==> src/rtl/clks_pkg.sv <==
// Shared types and defaults for the clock/reset control blocks.
package clks_pkg;

  typedef enum logic [2:0] {
    WAIT_LOCK = 3'd0,
    RELEASE   = 3'd1,
    RUN       = 3'd2,
    SW_HOLD   = 3'd3
  } seq_state_t;

  localparam int DEF_STAGE_DELAY = 16;
  localparam int DEF_LOCK_STABLE = 64;

  function automatic int max_i(input int a, input int b);
    return (a > b) ? a : b;
  endfunction

endpackage

==> src/rtl/sync_2ff.sv <==
// Two-flop bit synchronizer with asynchronous active-low clear.
module sync_2ff (
  input  logic i_clk,
  input  logic i_rst_n,
  input  logic i_d,
  output logic o_q
);

  (* ASYNC_REG = "TRUE" *) logic r_meta;
  (* ASYNC_REG = "TRUE" *) logic r_sync;

  always_ff @(posedge i_clk or negedge i_rst_n) begin
    if (!i_rst_n) begin
      r_meta <= 1'b0;
      r_sync <= 1'b0;
    end else begin
      r_meta <= i_d;
      r_sync <= r_meta;
    end
  end

  assign o_q = r_sync;

endmodule

==> src/rtl/reset_sequencer.sv <==
// Releases the local reset domains in order once PLL lock is stable.
//   state     | meaning
//   WAIT_LOCK | counting consecutive synchronized lock-high cycles
//   RELEASE   | deasserting one stage per STAGE_DELAY cycles
//   RUN       | all stages released, servicing software requests
//   SW_HOLD   | all stages reasserted for STAGE_DELAY cycles
module reset_sequencer
  import clks_pkg::*;
#(
  parameter int NUM_STAGES  = 3,
  parameter int STAGE_DELAY = DEF_STAGE_DELAY,
  parameter int LOCK_STABLE = DEF_LOCK_STABLE
) (
  input  logic                  clk,
  input  logic                  arst_n,
  input  logic                  pll_locked,
  input  logic                  sw_rst_req,
  output logic                  sw_rst_ack,
  output logic [NUM_STAGES-1:0] stage_rst,
  output logic                  all_released,
  output logic [2:0]            seq_state
);

  localparam int CNT_W = $clog2(max_i(LOCK_STABLE, STAGE_DELAY));
  localparam int IDX_W = (NUM_STAGES > 1) ? $clog2(NUM_STAGES) : 1;
  localparam logic [CNT_W-1:0] LOCK_TC  = CNT_W'(LOCK_STABLE - 1);
  localparam logic [CNT_W-1:0] STAGE_TC = CNT_W'(STAGE_DELAY - 1);
  localparam logic [IDX_W-1:0] LAST_IDX = IDX_W'(NUM_STAGES - 1);

  logic r_rst_meta;
  logic r_rst_n;
  logic w_lock_s;
  logic w_sw_s;
  logic r_sw_prev;
  logic w_sw_rise;

  seq_state_t            r_state,     w_state_nxt;
  logic [CNT_W-1:0]      r_cnt,       w_cnt_nxt;
  logic [IDX_W-1:0]      r_idx,       w_idx_nxt;
  logic [NUM_STAGES-1:0] r_stage_rst, w_stage_nxt;
  logic                  r_pend,      w_pend_nxt;
  logic                  r_sw_flag,   w_flag_nxt;
  logic                  r_ack,       w_ack_nxt;

  // Assertion is immediate; only the release edge is retimed to clk.
  always_ff @(posedge clk or negedge arst_n) begin
    if (!arst_n) begin
      r_rst_meta <= 1'b0;
      r_rst_n    <= 1'b0;
    end else begin
      r_rst_meta <= 1'b1;
      r_rst_n    <= r_rst_meta;
    end
  end

  sync_2ff u_sync_lock (
    .i_clk   (clk),
    .i_rst_n (r_rst_n),
    .i_d     (pll_locked),
    .o_q     (w_lock_s)
  );

  sync_2ff u_sync_sw (
    .i_clk   (clk),
    .i_rst_n (r_rst_n),
    .i_d     (sw_rst_req),
    .o_q     (w_sw_s)
  );

  assign w_sw_rise = w_sw_s & ~r_sw_prev;

  always_comb begin
    w_state_nxt = r_state;
    w_cnt_nxt   = r_cnt;
    w_idx_nxt   = r_idx;
    w_stage_nxt = r_stage_rst;
    w_pend_nxt  = r_pend;
    w_flag_nxt  = r_sw_flag;
    w_ack_nxt   = 1'b0;

    // Edges arriving during the hold are folded into the sequence in progress.
    if (w_sw_rise && (r_state != SW_HOLD))
      w_pend_nxt = 1'b1;

    if (!w_lock_s) begin
      w_state_nxt = WAIT_LOCK;
      w_cnt_nxt   = '0;
      w_idx_nxt   = '0;
      w_stage_nxt = '1;
    end else begin
      case (r_state)
        WAIT_LOCK: begin
          if (r_cnt == LOCK_TC) begin
            w_state_nxt = RELEASE;
            w_cnt_nxt   = '0;
            w_idx_nxt   = '0;
          end else begin
            w_cnt_nxt = r_cnt + CNT_W'(1);
          end
        end
        RELEASE: begin
          if (r_cnt == STAGE_TC) begin
            w_cnt_nxt = '0;
            for (int i = 0; i < NUM_STAGES; i++)
              if (r_idx == IDX_W'(i)) w_stage_nxt[i] = 1'b0;
            if (r_idx == LAST_IDX) begin
              w_state_nxt = RUN;
              w_idx_nxt   = '0;
              w_ack_nxt   = r_sw_flag;
              w_flag_nxt  = 1'b0;
            end else begin
              w_idx_nxt = r_idx + IDX_W'(1);
            end
          end else begin
            w_cnt_nxt = r_cnt + CNT_W'(1);
          end
        end
        RUN: begin
          if (r_pend) begin
            w_state_nxt = SW_HOLD;
            w_cnt_nxt   = '0;
            w_stage_nxt = '1;
            w_pend_nxt  = 1'b0;
            w_flag_nxt  = 1'b1;
          end
        end
        SW_HOLD: begin
          if (r_cnt == STAGE_TC) begin
            w_state_nxt = RELEASE;
            w_cnt_nxt   = '0;
            w_idx_nxt   = '0;
          end else begin
            w_cnt_nxt = r_cnt + CNT_W'(1);
          end
        end
        default: begin
          w_state_nxt = WAIT_LOCK;
          w_cnt_nxt   = '0;
          w_idx_nxt   = '0;
          w_stage_nxt = '1;
        end
      endcase
    end
  end

  always_ff @(posedge clk or negedge r_rst_n) begin
    if (!r_rst_n) begin
      r_state     <= WAIT_LOCK;
      r_cnt       <= '0;
      r_idx       <= '0;
      r_stage_rst <= '1;
      r_pend      <= 1'b0;
      r_sw_flag   <= 1'b0;
      r_ack       <= 1'b0;
      r_sw_prev   <= 1'b0;
    end else begin
      r_state     <= w_state_nxt;
      r_cnt       <= w_cnt_nxt;
      r_idx       <= w_idx_nxt;
      r_stage_rst <= w_stage_nxt;
      r_pend      <= w_pend_nxt;
      r_sw_flag   <= w_flag_nxt;
      r_ack       <= w_ack_nxt;
      r_sw_prev   <= w_sw_s;
    end
  end

  assign stage_rst    = r_stage_rst;
  assign all_released = ~|r_stage_rst;
  assign sw_rst_ack   = r_ack;
  assign seq_state    = r_state;

endmodule

==> config.mk <==
export PLATFORM = sky130hd
export DESIGN_NAME = reset_sequencer
export DESIGN_NICKNAME = d
export VERILOG_FILES = /design/src/rtl/clks_pkg.sv /design/src/rtl/sync_2ff.sv /design/src/rtl/reset_sequencer.sv
export SDC_FILE = /design/constraint.sdc
export NUM_CORES = 1
export LEC_CHECK = 0
export CORE_MARGIN = 5
export CORE_UTILIZATION = 35
export CTS_BUF_LIST = sky130_fd_sc_hd__clkbuf_4 sky130_fd_sc_hd__clkbuf_8
export DETAILED_ROUTE_END_ITERATION = 10
export HOLD_SLACK_MARGIN = 0.08
export SYNTH_ARGS = -nofsm -noshare
export SYNTH_HDL_FRONTEND = slang
export SYNTH_SLANG_ARGS = --single-unit
==> constraint.sdc <==
create_clock -name clk -period 0.8 [get_ports clk]
set_input_delay 0.16 -clock clk [delete_from_list [all_inputs] [get_ports clk]]
set_output_delay 0.16 -clock clk [all_outputs]
set_load 0.01 [all_outputs]
==> Word level (Yosys, flattened, before mapping) <==
Cells that the tools add are included.
{ "op_classes": {"add_sub_neg": 2, "bitwise": 2, "reduce_logical": 14, "eq_ne": 20, "muxes": 36} }
{ "ops": {"columns": ["cell", "n"], "rows": [
  ["2-to-1 mux 3 bit", 9],
  ["2-to-1 mux 6 bit", 4],
  ["inequality test 3 bit (second input constant)", 7],
  ["one-hot mux 6 bit (3 select lines)", 1],
  ["AND reduction 4 bit", 4],
  ["2-to-1 mux 1 bit", 13],
  ["one-hot mux 3 bit (4 select lines)", 1],
  ["2-to-1 mux 2 bit", 5],
  ["inequality test 2 bit (second input constant)", 5],
  ["AND reduction 5 bit", 2],
  ["one-hot mux 3 bit (3 select lines)", 1],
  ["one-hot mux 2 bit (4 select lines)", 1],
  ["adder 6 x 1 -> 6 bit (second input constant)", 1],
  ["== test 3 x 2 -> 1 bit (second input constant)", 2],
  ["== test 6 x 4 -> 1 bit (second input constant)", 1],
  ["== test 6 bit (second input constant)", 1],
  ["OR reduction 2 bit", 2],
  ["== test 3 x 1 -> 1 bit (second input constant)", 1],
  ["logical NOT 3 bit", 1],
  ["inequality test 3 x 2 -> 1 bit (second input constant)", 1],
  ["OR reduction 3 bit", 1],
  ["adder 2 x 1 -> 2 bit (second input constant)", 1],
  ["== test 2 x 1 -> 1 bit (second input constant)", 1],
  ["== test 2 bit (second input constant)", 1],
  ["other kinds (7)", 7]
]} }
{ "word_totals": {"regBits": 24, "word_cells": 90, "in_bits": 4, "output_inout_bits": 8} }

==> Depth between registers and ports, before layout <==
{ "logic_depth": {"ltp_word": 7, "mapped_depth": 7, "depth_no_buf": 6} }

==> By module <==
Synthesis repeated with hierarchy kept, for this count alone.
{ "hier_totals": {"cells_unflattened": 116, "area_unflattened_um2": 1151.1} }
{ "modules_own_cells": {"columns": ["module", "area_each_um2", "cells_each", "n_inst", "seq_area_each_um2"], "rows": [
  ["reset_sequencer", 1051.0, 112, 1, 479.2],
  ["sync_2ff", 50.0, 2, 2, 50.0]
]} }

==> Least setup slack after synthesis <==
No wires, ideal clock.
{ "synth_path": {"path_type": "register to register", "start": "reg r_state[1] (netlist: seq_state[1])", "end": "reg r_cnt[5]", "stages_incl_launch_ff": 7, "period_less_slack_ns": 1.678, "arrival_ns": 1.542, "setup_ns": 0.136, "setup_slack_ns": -0.878, "path_buffers": 0, "required_ns": 0.664, "path_cell_list": "dfrtp_1 -> inv_1 -> ha_1 -> nor2_1 -> a41oi_2 -> o211ai_1 -> o211ai_1"} }
{ "synth_via": {"elab_chain_cells": 4, "elab_cells_between_ends": 8, "classes_between": "4 x eq/ne; 2 x mux; 2 x reduce/logical"} }
{ "synth_rtl": {"columns": ["item", "line_no", "source"], "rows": [
  ["start, declared", "reset_sequencer.sv:37", "seq_state_t r_state, w_state_nxt;"],
  ["start signal, assigned", "reset_sequencer.sv:157", "r_state <= w_state_nxt;"],
  ["== test 3 x 2 -> 1 bit or == test 3 x 1 -> 1 bit (tied branches)", "reset_sequencer.sv:91", "case (r_state)"],
  ["OR reduction 2 bit (no line)", null, null],
  ["one-hot mux 6 bit (3 select lines)", "reset_sequencer.sv:91", null],
  ["2-to-1 mux 6 bit", "reset_sequencer.sv:85", "if (!w_lock_s) begin"],
  ["end signal, assigned", "reset_sequencer.sv:158", "r_cnt <= w_cnt_nxt;"],
  ["end, declared", "reset_sequencer.sv:38", "logic [CNT_W-1:0] r_cnt, w_cnt_nxt;"]
]} }
Several ways; a longest one is shown, not always the timed one.
A chain may end at the register's enable or synchronous reset.

==> Worst setup path after layout <==
{ "layout_path": {"start": "reg r_state[0] (netlist: seq_state[0])", "end": "reg r_cnt[5]"} }
Same word-level chain as after synthesis.

==> reports/metrics.cfg <==
[power_and_ir_drop]
p_per_area_nw_per_um2=1060
leakage_nw=0.828
total_power_mw=1.96
peakVddDrop_mv=0.763

[yosys]
synth_cells=111
synthXorXnorAreaFrac=0
synth.top_cells.by_area=dfrtp_1, dfstp_2, ha_1
synth_common_cells=dfrtp_1, nand2_1, ha_1, nand2b_1
yosys.area_share.simple=0.215
synth_area_per_cell_um2=10.7
ys_ff_latch=23
async_flop_share=1.00
yosys_warnings=0
synth_mux_area_frac=0.0421
synth_edf_count=0
synth_cell_types=39
synthAdderAreaFrac=0.0632
synth_compound_area_frac=0.158
yosysTopAreaCell=dfrtp_1
yosysMostFrequentCell=dfrtp_1
synth_top_family_by_area=simple AND/OR/NAND/NOR gates
synth_top_area_frac=0.421
syn_area_um2=1190
synth_ff_type=dfrtp_1
syn_nets=121
ys_seq_area_frac=0.487

[setup_path]
cp-start-kind=flop
cp-end-kind=flop
path_class=reg -> reg
crit_start=seq_state[0]
cp.required_ns=1.01
cp.arrival_ns=1.71
crit_path_max_fanout=5
reg2reg_from=seq_state[0]

[min_path]
hold_path_class=reg -> async

[clock_network]
insertion_delay_ns=0.32
path_clk_slew_ns=0.13
cts_buffer_depth=2
htree_levels=1
cts_root_buffer=clkbuf_4
cts_buffers=3
cts_num_sinks=23
cts_tree=built

[placed_design]
dp_hpwl_um=2100
gp_congestion=0.776
post_dp_cell_area_um2=1710
dpl_worst_slack_ns=-0.699
io_buffer_count=10

[status]
violations=setup timing
outcome=finished with violations

[global_route]
globalRoute.totalOverflow=0
grt_pass1_vias=991
track_usage=0.128
grt_pass1_wl_um=4420
antenna_found_initial=0
grt_max_degree=22

[route]
drt_iter0_drc=22
num_vias=1001
detail-route-antenna-nets=0
wl_per_cell_um=13.1
drt_pass1_iterations=4
drt_wl_total_um=2690
vias_per_cell=4.86
drcViolationCount=0

[timing]
slew_violations=0
setup_violations=23
rsz0062_at_grt=true
fin_crit_ns=1.50
skew_ns=0.00572
finalHoldViolCount=0
max_freq_ghz=0.666
fin_crit_sh=1.88
finalWorstSetupSlack_ns=-0.701

[final_layout]
fin_area_um2=1860
n_antenna_cell=0
areaGrowthSynthToFinish_pct=56.1
final_util=0.560
n_fill_cell=301
drive_gt1_frac=0.506
layout.nets=171

[floorplanning]
die_h_um=68.3
core_um2=3310
io_pins=12
die-width_um=68.3
dieArea_um2=4660
start_util=0.359
rows=21

[flow_run]
max_cap_violations=0

==> layout by cell type (no fill, tap or decap), types with 3 or more instances in the layout <==
| cell | Yosys | layout |
|---|---|---|
| buf_4 | 1 | 31 |
| dfrtp_1 | 20 | 18 |
| nand2_1 | 17 | 15 |
| buf_6 | 0 | 7 |
| nand2b_1 | 6 | 6 |
| mux2i_1 | 5 | 5 |
| inv_1 | 5 | 3 |
| nand3_1 | 4 | 3 |
| o21ai_1 | 3 | 3 |
| ha_4 | 0 | 3 |
| clkbuf_4 | 0 | 3 |
| clkdlybuf4s50_1 | 0 | 3 |
| buf_2 | 0 | 3 |
| buf_12 | 0 | 3 |
| dfstp_2 | 3 | 3 |
==> what timing repair did <==
action	4_1_cts	5_1_grt
hold buffers	1	0
resized for setup	37	7
setup endpoints to repair	23	23
pin swaps	5	5
buffers inserted	2	4
endpoints found under the hold margin	2	0
==> critical path, cell delays in order, from the launching register on <==
cell and delay, ns:
dfrtp_2 0.49, ha_2 0.23, nor2_4 0.16, a41oi_4 0.07, o211ai_1 0.32, o211ai_1 0.12
==> cells by family after synthesis <==
group           after synthesis
fa+ha+maj                     6
other cells                   2
flops                        23
compound gates               22
buf+inv                       8
simple gates                 45
mux                           5
==> metrics by stage <==
stage / instances / hold WS [ns] / setup TNS, ns
6_report: 206 / 0.208 / -12.66
5_1_grt: 206 / 0.243 / -13.97
4_1_cts: 203 / 0.231 / -12.92
3_5_place_dp: 196 / 0.218 / -12.39
3_3_place_gp: 196 / 0.207 / -11.92
2_1_floorplan: 111 / -0.136 / -8.91
==> sequential cells by signal (all words and copies together), names as in the netlist, 2 cells and up <==
| signal | cells |
|---|---|
| r_idx | 2 |
| seq_state | 2 |
| r_cnt | 6 |
| stage_rst | 3 |
==> power breakdown <==
part / switching [mW] / internal [mW] / total [mW] / leakage, nW
Sequential: 0.0251 / 1.20 / 1.22 / 0.285
Combinational: 0.0836 / 0.0950 / 0.179 / 0.526
Clock: 0.368 / 0.187 / 0.555 / 0.0177
==> worst paths after layout <==
| check | end | slack (ns) | cells past startpoint |
|---|---|---|---|
| worst max-delay path | r_cnt[5] | -0.70 | 5 |
| worst min-delay path | r_cnt[4] | 0.21 | 1 |
| worst max register to register | r_cnt[5] | -0.70 | 5 |
| worst min register to register | r_cnt[4] | 0.21 | 1 |
| max in group asynchronous | r_rst_n | 0.18 | 2 |
| min in group clk | u_sync_lock.r_meta | 0.26 | 1 |
==> layer usage <==
| layer | routed length (um) | global-route usage | share of wire |
|---|---|---|---|
| met3 | 76 | 0.0213 | 0.028 |
| met5 | 0 | 0 | 0 |
| met1 | 1180 | 0.162 | 0.44 |
| met4 | 44 | 0.0596 | 0.016 |
| met2 | 1390 | 0.213 | 0.52 |
==> final cells by class <==
type,count,area (um^2),share of cell area
inverter,5,21.3,0.0115
sequential,23,582,0.314
clock buffer,3,22.5,0.0121
multi-input combinational,80,741,0.399
clock inverter,1,5.00,0.00270
timing repair buffer,48,427,0.230
tap,46,57.6,0.0310
Note: power is estimated with default switching activity, not from simulation.
